==> src/rtl/hex_line_loader.sv <==
// hex_line_loader: parses ASCII hex lines from a byte stream into 32-bit memory writes.
// Latency: wr_en fires exactly one cycle after the line-end byte is received.
// Backpressure: none on rx; echo bytes are dropped while the tx sink stalls.
//
// Line format: "@hhhh" sets the write address; "hhhhhhhh" writes one word at the
// current address and post-increments it; "G"/"g" at line start ends the load.
// Space/tab are ignored, CR or LF terminates a line, and anything malformed sets
// the sticky err flag and discards the rest of that line.
//
// Ports:
//   clk, rst                 single clock, asynchronous active-high reset
//   rx_data/rx_valid         received byte stream, one strobe per byte
//   wr_en/wr_addr/wr_data    one-cycle memory write
//   word_cnt                 words written since reset (wraps)
//   err, done                sticky error / load-complete flags
//   tx_data/tx_valid/tx_ready  echo of each received byte
//
// Build option: define LOADER_ECHO_EN to enable the byte echo; without it the
// tx outputs are tied low and tx_ready is ignored.

module hex_line_loader #(
    parameter int ADDR_W = 16
) (
    input  logic              clk,
    input  logic              rst,
    input  logic [7:0]        rx_data,
    input  logic              rx_valid,
    output logic              wr_en,
    output logic [ADDR_W-1:0] wr_addr,
    output logic [31:0]       wr_data,
    output logic [ADDR_W-1:0] word_cnt,
    output logic              err,
    output logic              done,
    output logic [7:0]        tx_data,
    output logic              tx_valid,
    input  logic              tx_ready
);

    typedef enum logic [2:0] {
        S_LINE,
        S_DATA,
        S_ADDR,
        S_SKIP,
        S_DONE
    } state_t;

    state_t            state_q, state_d;
    logic [31:0]       accum_q, accum_d;
    logic [3:0]        ndig_q, ndig_d;
    logic [ADDR_W-1:0] addr_q, addr_d;
    logic [ADDR_W-1:0] cnt_q, cnt_d;
    logic              err_q, err_d;
    logic              done_q, done_d;
    logic              wr_en_q, wr_en_d;
    logic [ADDR_W-1:0] wr_addr_q, wr_addr_d;
    logic [31:0]       wr_data_q, wr_data_d;

    // Byte classification
    logic       is_hex;
    logic [3:0] hex_val;
    logic       is_ws;
    logic       is_eol;
    logic       is_at;
    logic       is_g;

    always_comb begin
        is_hex  = 1'b0;
        hex_val = 4'd0;
        if (rx_data >= 8'h30 && rx_data <= 8'h39) begin
            is_hex  = 1'b1;
            hex_val = rx_data[3:0];
        end else if ((rx_data >= 8'h41 && rx_data <= 8'h46) ||
                     (rx_data >= 8'h61 && rx_data <= 8'h66)) begin
            // 'A'/'a' have low nibble 1, so +9 lands on 10
            is_hex  = 1'b1;
            hex_val = rx_data[3:0] + 4'd9;
        end
    end

    assign is_ws  = (rx_data == 8'h20) || (rx_data == 8'h09);
    assign is_eol = (rx_data == 8'h0D) || (rx_data == 8'h0A);
    assign is_at  = (rx_data == 8'h40);
    assign is_g   = (rx_data == 8'h47) || (rx_data == 8'h67);

    // Next-state logic
    always_comb begin
        state_d   = state_q;
        accum_d   = accum_q;
        ndig_d    = ndig_q;
        addr_d    = addr_q;
        cnt_d     = cnt_q;
        err_d     = err_q;
        done_d    = done_q;
        wr_en_d   = 1'b0;
        wr_addr_d = wr_addr_q;
        wr_data_d = wr_data_q;

        // Whitespace never changes parser state; DONE swallows everything.
        if (rx_valid && (state_q != S_DONE) && !is_ws) begin
            case (state_q)
                S_LINE: begin
                    if (is_hex) begin
                        state_d = S_DATA;
                        accum_d = {28'd0, hex_val};
                        ndig_d  = 4'd1;
                    end else if (is_at) begin
                        state_d = S_ADDR;
                        accum_d = 32'd0;
                        ndig_d  = 4'd0;
                    end else if (is_g) begin
                        state_d = S_DONE;
                        done_d  = 1'b1;
                    end else if (!is_eol) begin
                        state_d = S_SKIP;
                        err_d   = 1'b1;
                    end
                end

                S_DATA, S_ADDR: begin
                    if (is_hex) begin
                        if (ndig_q == 4'd8) begin
                            // a ninth digit overflows the 32-bit word
                            state_d = S_SKIP;
                            err_d   = 1'b1;
                        end else begin
                            accum_d = {accum_q[27:0], hex_val};
                            ndig_d  = ndig_q + 4'd1;
                        end
                    end else if (is_eol) begin
                        state_d = S_LINE;
                        if (state_q == S_DATA) begin
                            wr_en_d   = 1'b1;
                            wr_addr_d = addr_q;
                            wr_data_d = accum_q;
                            addr_d    = addr_q + 1'b1;
                            cnt_d     = cnt_q + 1'b1;
                        end else if (ndig_q != 4'd0) begin
                            addr_d = accum_q[ADDR_W-1:0];
                        end else begin
                            err_d = 1'b1;
                        end
                    end else begin
                        state_d = S_SKIP;
                        err_d   = 1'b1;
                    end
                end

                S_SKIP: begin
                    if (is_eol) begin
                        state_d = S_LINE;
                    end
                end

                default: begin
                    state_d = state_q;
                end
            endcase
        end
    end

    always_ff @(posedge clk or posedge rst) begin
        if (rst) begin
            state_q   <= S_LINE;
            accum_q   <= 32'd0;
            ndig_q    <= 4'd0;
            addr_q    <= '0;
            cnt_q     <= '0;
            err_q     <= 1'b0;
            done_q    <= 1'b0;
            wr_en_q   <= 1'b0;
            wr_addr_q <= '0;
            wr_data_q <= 32'd0;
        end else begin
            state_q   <= state_d;
            accum_q   <= accum_d;
            ndig_q    <= ndig_d;
            addr_q    <= addr_d;
            cnt_q     <= cnt_d;
            err_q     <= err_d;
            done_q    <= done_d;
            wr_en_q   <= wr_en_d;
            wr_addr_q <= wr_addr_d;
            wr_data_q <= wr_data_d;
        end
    end

    assign wr_en    = wr_en_q;
    assign wr_addr  = wr_addr_q;
    assign wr_data  = wr_data_q;
    assign word_cnt = cnt_q;
    assign err      = err_q;
    assign done     = done_q;

`ifdef LOADER_ECHO_EN
    logic [7:0] tx_data_q;
    logic       tx_valid_q;

    // Every byte seen outside DONE is echoed; if the previous echo is still
    // stalled the new byte is dropped rather than queued.
    always_ff @(posedge clk or posedge rst) begin
        if (rst) begin
            tx_data_q  <= 8'd0;
            tx_valid_q <= 1'b0;
        end else if (rx_valid && (state_q != S_DONE) && (!tx_valid_q || tx_ready)) begin
            tx_data_q  <= rx_data;
            tx_valid_q <= 1'b1;
        end else if (tx_valid_q && tx_ready) begin
            tx_valid_q <= 1'b0;
        end
    end

    assign tx_data  = tx_data_q;
    assign tx_valid = tx_valid_q;
`else
    logic unused_tx_ready;

    assign unused_tx_ready = tx_ready;
    assign tx_data         = 8'd0;
    assign tx_valid        = 1'b0;
`endif

endmodule

==> config.mk <==
export PLATFORM = sky130hd
export DESIGN_NAME = hex_line_loader
export DESIGN_NICKNAME = d
export VERILOG_FILES = /design/src/rtl/hex_line_loader.sv
export SDC_FILE = /design/constraint.sdc
export NUM_CORES = 1
export LEC_CHECK = 0
export ABC_AREA = 1
export BUFFER_PORTS_ARGS = -buffer_cell sky130_fd_sc_hd__buf_2
export CORE_MARGIN = 1
export CORE_UTILIZATION = 30
export DETAILED_ROUTE_END_ITERATION = 12
export SKIP_LAST_GASP = 1
export SYNTH_ARGS = -nofsm -noshare
export SYNTH_HDL_FRONTEND = slang
export SYNTH_SLANG_ARGS = --single-unit
==> constraint.sdc <==
create_clock -name clk -period 6.3 [get_ports clk]
set_input_delay 0.945 -clock clk [delete_from_list [all_inputs] [get_ports clk]]
set_output_delay 0.945 -clock clk [all_outputs]
set_load 0.03 [all_outputs]
* Yosys cells after proc, flatten, opt, wreduce, memory -nomap -nowiden
Index checks and enable logic that the tools add are counted.
** Storage, ports and cells
- Bits in latches :: 0
- Output and inout port bits :: 76
- Memories kept :: 0
- Bits in read-only memories :: 0
- RAM bits :: 0
- Input bits :: 12
- Register bits after elaboration :: 122
** Operators by class
- Bitwise operators :: 2
- Add/subtract/negate cells :: 4
- $lt $le $gt $ge :: 6
- Muxes and demuxes :: 40
- Shift-type cells :: 0
- Reductions and logical operators :: 22
- $mul :: 0
- Equal/unequal tests :: 24
- Divide/modulo/power cells :: 0
** Operators with widths (number)
- two-way mux 32 bit :: 4
- case mux 32 bit (2 select lines) :: 1
- adder 16 x 1 -> 16 bit, second input constant :: 2
- two-way mux 16 bit :: 2
- AND reduction 5 bit :: 5
- == test 8 x 4 -> 1 bit, second input constant :: 3
- == test 8 x 7 -> 1 bit, second input constant :: 3
- two-way mux 4 bit :: 6
- two-way mux 3 bit :: 7
- greater-or-equal comparator 8 x 7 -> 1 bit, second input constant :: 2
- <= comparator 8 x 7 -> 1 bit, second input constant :: 2
- two-way mux 1 bit :: 16
- inequality test 2 bit, second input constant :: 7
- inequality test 3 bit, second input constant :: 3
- case mux 3 bit (3 select lines) :: 1
- AND reduction 9 bit :: 1
- == test 8 x 6 -> 1 bit, second input constant :: 1
- greater-or-equal comparator 8 x 6 -> 1 bit, second input constant :: 1
- <= comparator 8 x 6 -> 1 bit, second input constant :: 1
- inequality test 4 bit, second input constant :: 2
- case mux 4 bit (2 select lines) :: 1
- == test 3 x 2 -> 1 bit, second input constant :: 2
- logical AND 1 bit :: 5
- inequality test 5 bit, second input constant :: 1
- 14 further kinds :: 19

* Depth between registers and ports, before layout
- Word-level depth :: 8
- Mapped depth :: 14

* Worst setup path before layout
No wires, ideal clock.
- Kind :: input -> register
- Start point :: in rx_data[1]
- End point :: reg accum_q[6]
- Data arrival time :: 2104 ps
- Required time :: 6182 ps
- Stages :: 14
- Setup slack :: 4078 ps
- Buffers on the path :: 1
- Cell sequence :: inv_1 -> ha_1 -> inv_1 -> nand2_1 -> nand2_1 -> nand2_1 -> nand2_2 -> nand2_4 -> nor2_4 -> nor2_8 -> nand2_4 -> buf_4 -> nand2_1 -> o21ai_2
** Between the ends
- Longest elaborated chain between the ends :: 7
- Elaborated cells between the ends (all ways) :: 23
** RTL lines
- start: declaration :: RTL line 26 : input logic [7:0] rx_data,
- greater-or-equal comparator 8 x 7 -> 1 bit (tied with other cells) :: RTL line 72 : end else if ((rx_data >= 8'h41 && rx_data <= 8'h46) ||
- logical AND 1 bit, on equally long branches :: RTL line 72, 73
- logical OR 1 bit :: RTL line 72
- two-way mux 1 bit :: RTL line 72
- two-way mux 1 bit :: RTL line 69 : if (rx_data >= 8'h30 && rx_data <= 8'h39) begin
- inequality test 3 bit (no line) (tied with other cells)
- AND reduction 5 bit (no line) / case mux 32 bit (2 select lines) (equally long branches)
- end signal: assignment :: RTL line 175 : accum_q <= accum_d;
- end: declaration :: RTL line 48 : logic [31:0] accum_q, accum_d;
Several ways; a longest one is shown, not always the timed one.
A chain may end at the register's enable or synchronous reset.

* Final worst setup path
- Start point :: in rx_data[1]
- End point :: reg wr_data_q[22] (netlist: wr_data[22])
** Between the ends
- Longest elaborated chain between the ends :: 7
- Elaborated cells between the ends (all ways) :: 22
** RTL lines
- greater-or-equal comparator 8 x 7 -> 1 bit (tied with other cells) :: RTL line 72
- logical AND 1 bit, on equally long branches :: RTL line 72, 73
- logical OR 1 bit :: RTL line 72
- two-way mux 1 bit :: RTL line 72
- two-way mux 1 bit :: RTL line 69
- NOT 1 bit (no line)
- AND reduction 5 bit (no line) (*)
- end signal: assignment :: RTL line 183 : wr_data_q <= wr_data_d;
- end: declaration :: RTL line 56 : logic [31:0] wr_data_q, wr_data_d;
Mark *: on every way between the ends. The rest lies on a longest branch, timed or not.

==> run metrics <==
Seq/Total Area, Yosys=between 40% and 50%; Tcrit/Tclk final=between 40% and 50%; CTS Hold Buffers Added=0; Peak Freq=roughly 330 MHz; routed wire length=around 14000 µm; CTS tree=done; Layout Skew=~0.0055 ns; Leak Pwr=approximately 3.7 nW; Die H=roughly 150 µm; Synth Flop Type=dfrtp_1; Critical Path Source=rx_data[1]; R2R depth=9; RR Startpoint=state_q[2]; top routing layer used=met4; diode count=0; vias in the first global route=4712; Cell Area, Placed=just under 7000 µm²; post_cts resized=0; WL/cell=~13 µm; last element of the critical path=wr_data[22]; clock buffer depth=2; Finished Layout Cells=roughly 1100; DRC violations left=0; initial antenna violation count=0; Final Hold Viols=0; CTS Sinks=approximately 120; Synth top area share=49.1%; overall routing resource usage=around 14%; via count=4941; FF-to-FF setup slack=3.33 ns; met2 wire length=around 6600 µm; Post-synth EDFFs=0; Worst Path Class, Setup=primary input to flop; M1 WL=approximately 6900 µm; Worst Setup End Kind=flop; pin count of the biggest net entering global routing=74; root buf cell=clkbuf_16; post-synthesis register bit count=between 100 and 150; Slew Limit Fails=0; Mean Syn Cell Area=slightly above 8 µm²; row count=52; top post-synthesis cells by count=247 x nand2_1, 122 x dfrtp_1, 86 x inv_1; Min-Delay Path Class=flop to flop; reg2reg end=wr_data[22]; share of flip-flops with an asynchronous set or reset=100%; CTS buffer count=17; unrepaired setup endpoints after global routing=false; cell area after layout=roughly 7400 µm²; WP data arrival=between 3 and 4 ns; chip width=between 100 and 150 µm; core area=between 20000 and 25000 µm²; Post-CTS Setup Repair Bufs=0; Yosys cell types=35; Critical Path Source Type=primary input; fin crit period=approximately 3 ns; CP max FO=65; Post-Syn Instances=765; status=completed; Slew headroom=37.7%; Max Cap Viol=0; Avg Vias per Cell=approximately 4.4; number of nets in the layout=approximately 860; PwrDens=about 260 nW/µm²; IR drop worst, VDD=between 0.15 and 0.2 mV; dpl hpwl=10100 µm; synth top area cells=dfrtp_1 49%, nand2_1 15%, inv_1 5.2%; Worst Tran Pin Value=between 0.9 and 1 ns; First DRT Iteration DRCs=between 200 and 250; Met3 Routed Length=688 µm; gpl congestion=between 0.8 and 0.9; Synth area leader=dfrtp_1; most frequent cell after synthesis=nand2_1; Port Buffers=77; Initial DRT Pass Iterations=5; setup TNS=0 ns; layout cells sized above 1=roughly a fifth; starting density of the core=around 30%; die area=approximately 21000 µm²; H-tree depth=4; Synth-to-Final Area Change=18.8%; Design Power=between 0.0015 and 0.002 W; worst skew pair latency=around 0.42 ns; worst path required time=6.58 ns; Final setup viols=0; # IOs=a little under 90; cell area after synthesis=6220 µm²; synth warn=0; placed insts=1092; first-pass GRT wire length=about 24000 µm; total grt overflow=0; Clock Pin Slew Worst Setup and Hold Paths=around 0.05 ns; Final ANT Viol Nets=0
==> per-stage QoR <==
step	utilization [%]	worst slack (ns)	hold slack [ns]
finish	36.4	3.31	0.467
detailed placement	33.3	2.84	0.458
floorplan	-	2.11	0.442
global placement	33.3	2.90	0.445
global route	36.4	2.97	0.493
CTS	36.4	3.27	0.472
==> flip-flops by register name (all words and copies together) (netlist names) <==
name / cells
accum_q: 32
wr_data: 32
addr_q: 16
word_cnt: 16
wr_addr: 16
ndig_q: 4
state_q: 3
done: 1
err: 1
wr_en: 1
==> worst max-delay path, cell delays in order <==
cell     delay [ns]
buf_2          0.12
inv_1          0.09
ha_1           0.21
nand3_1        0.09
nand2_1        0.09
nand2_2        0.10
inv_2          0.11
nand2_2        0.07
nor2_4         0.48
inv_2          0.30
buf_4          0.38
nand2_1        0.12
o21ai_0        0.10
==> per-layer routing <==
layer  up-vias  global-route usage (%)
li1       2546                       -
met3        18                    3.53
met1      2275                    19.3
met5         -                       0
met4         0                    5.73
met2       102                    21.6
==> final cells by class <==
class                      instances  area, µm²
clock buffer                      20        447
clock inverter                    12        195
fill                            2150      12900
inverter                          94        355
multi-input combinational        527       2600
sequential                       122       3050
tap                              270        338
timing repair buffer              79        400
==> how the worst min path moves through the flow <==
stage | start | to | slack, ns | depth (start not counted)
after floorplan | accum_q[1] | accum_q[1] | 0.44 | 2
after global placement | err | err | 0.45 | 2
after detailed placement | wr_data[31] | wr_data[31] | 0.46 | 2
after CTS | wr_data[31] | wr_data[31] | 0.47 | 2
after global routing | accum_q[25] | accum_q[25] | 0.49 | 2
final | accum_q[3] | accum_q[3] | 0.47 | 2
==> where the power goes <==
| group | internal [W] | switching (W) | leakage (nW) |
|---|---|---|---|
| clock network | 0.000710 | 0.000354 | 0.314 |
| registers | 0.000784 | 0.0000000173 | 1.67 |
| logic | 0.00000822 | 0.0000358 | 1.67 |
==> cells in the final DEF (no fill, tap or decap), types with 11 or more instances in the layout <==
cell type,n
dfrtp_1,122
o21ai_2,20
nand4_1,11
nand2_1,247
o21ai_1,23
nor2_1,55
o21ai_0,51
buf_2,77
inv_1,85
nand3_1,36
clkbuf_16,17
==> cells by family (layout without fill, tap and decap cells) <==
| logic type | count (synthesis) | count (layout) | share of synthesized area, % |
|---|---|---|---|
| buffers and inverters | 124 | 205 | 9.59 |
| AOI/OAI and AO/OA | 106 | 106 | 9.89 |
| other | 1 | 9 | 0.0603 |
| xor gates and xnor gates | 17 | 17 | 2.39 |
| and+or+nand+nor | 387 | 387 | 27.4 |
| DFF | 122 | 122 | 49.1 |
| adders and majority gates | 8 | 8 | 1.61 |
Power figures use the tool's default switching activity.
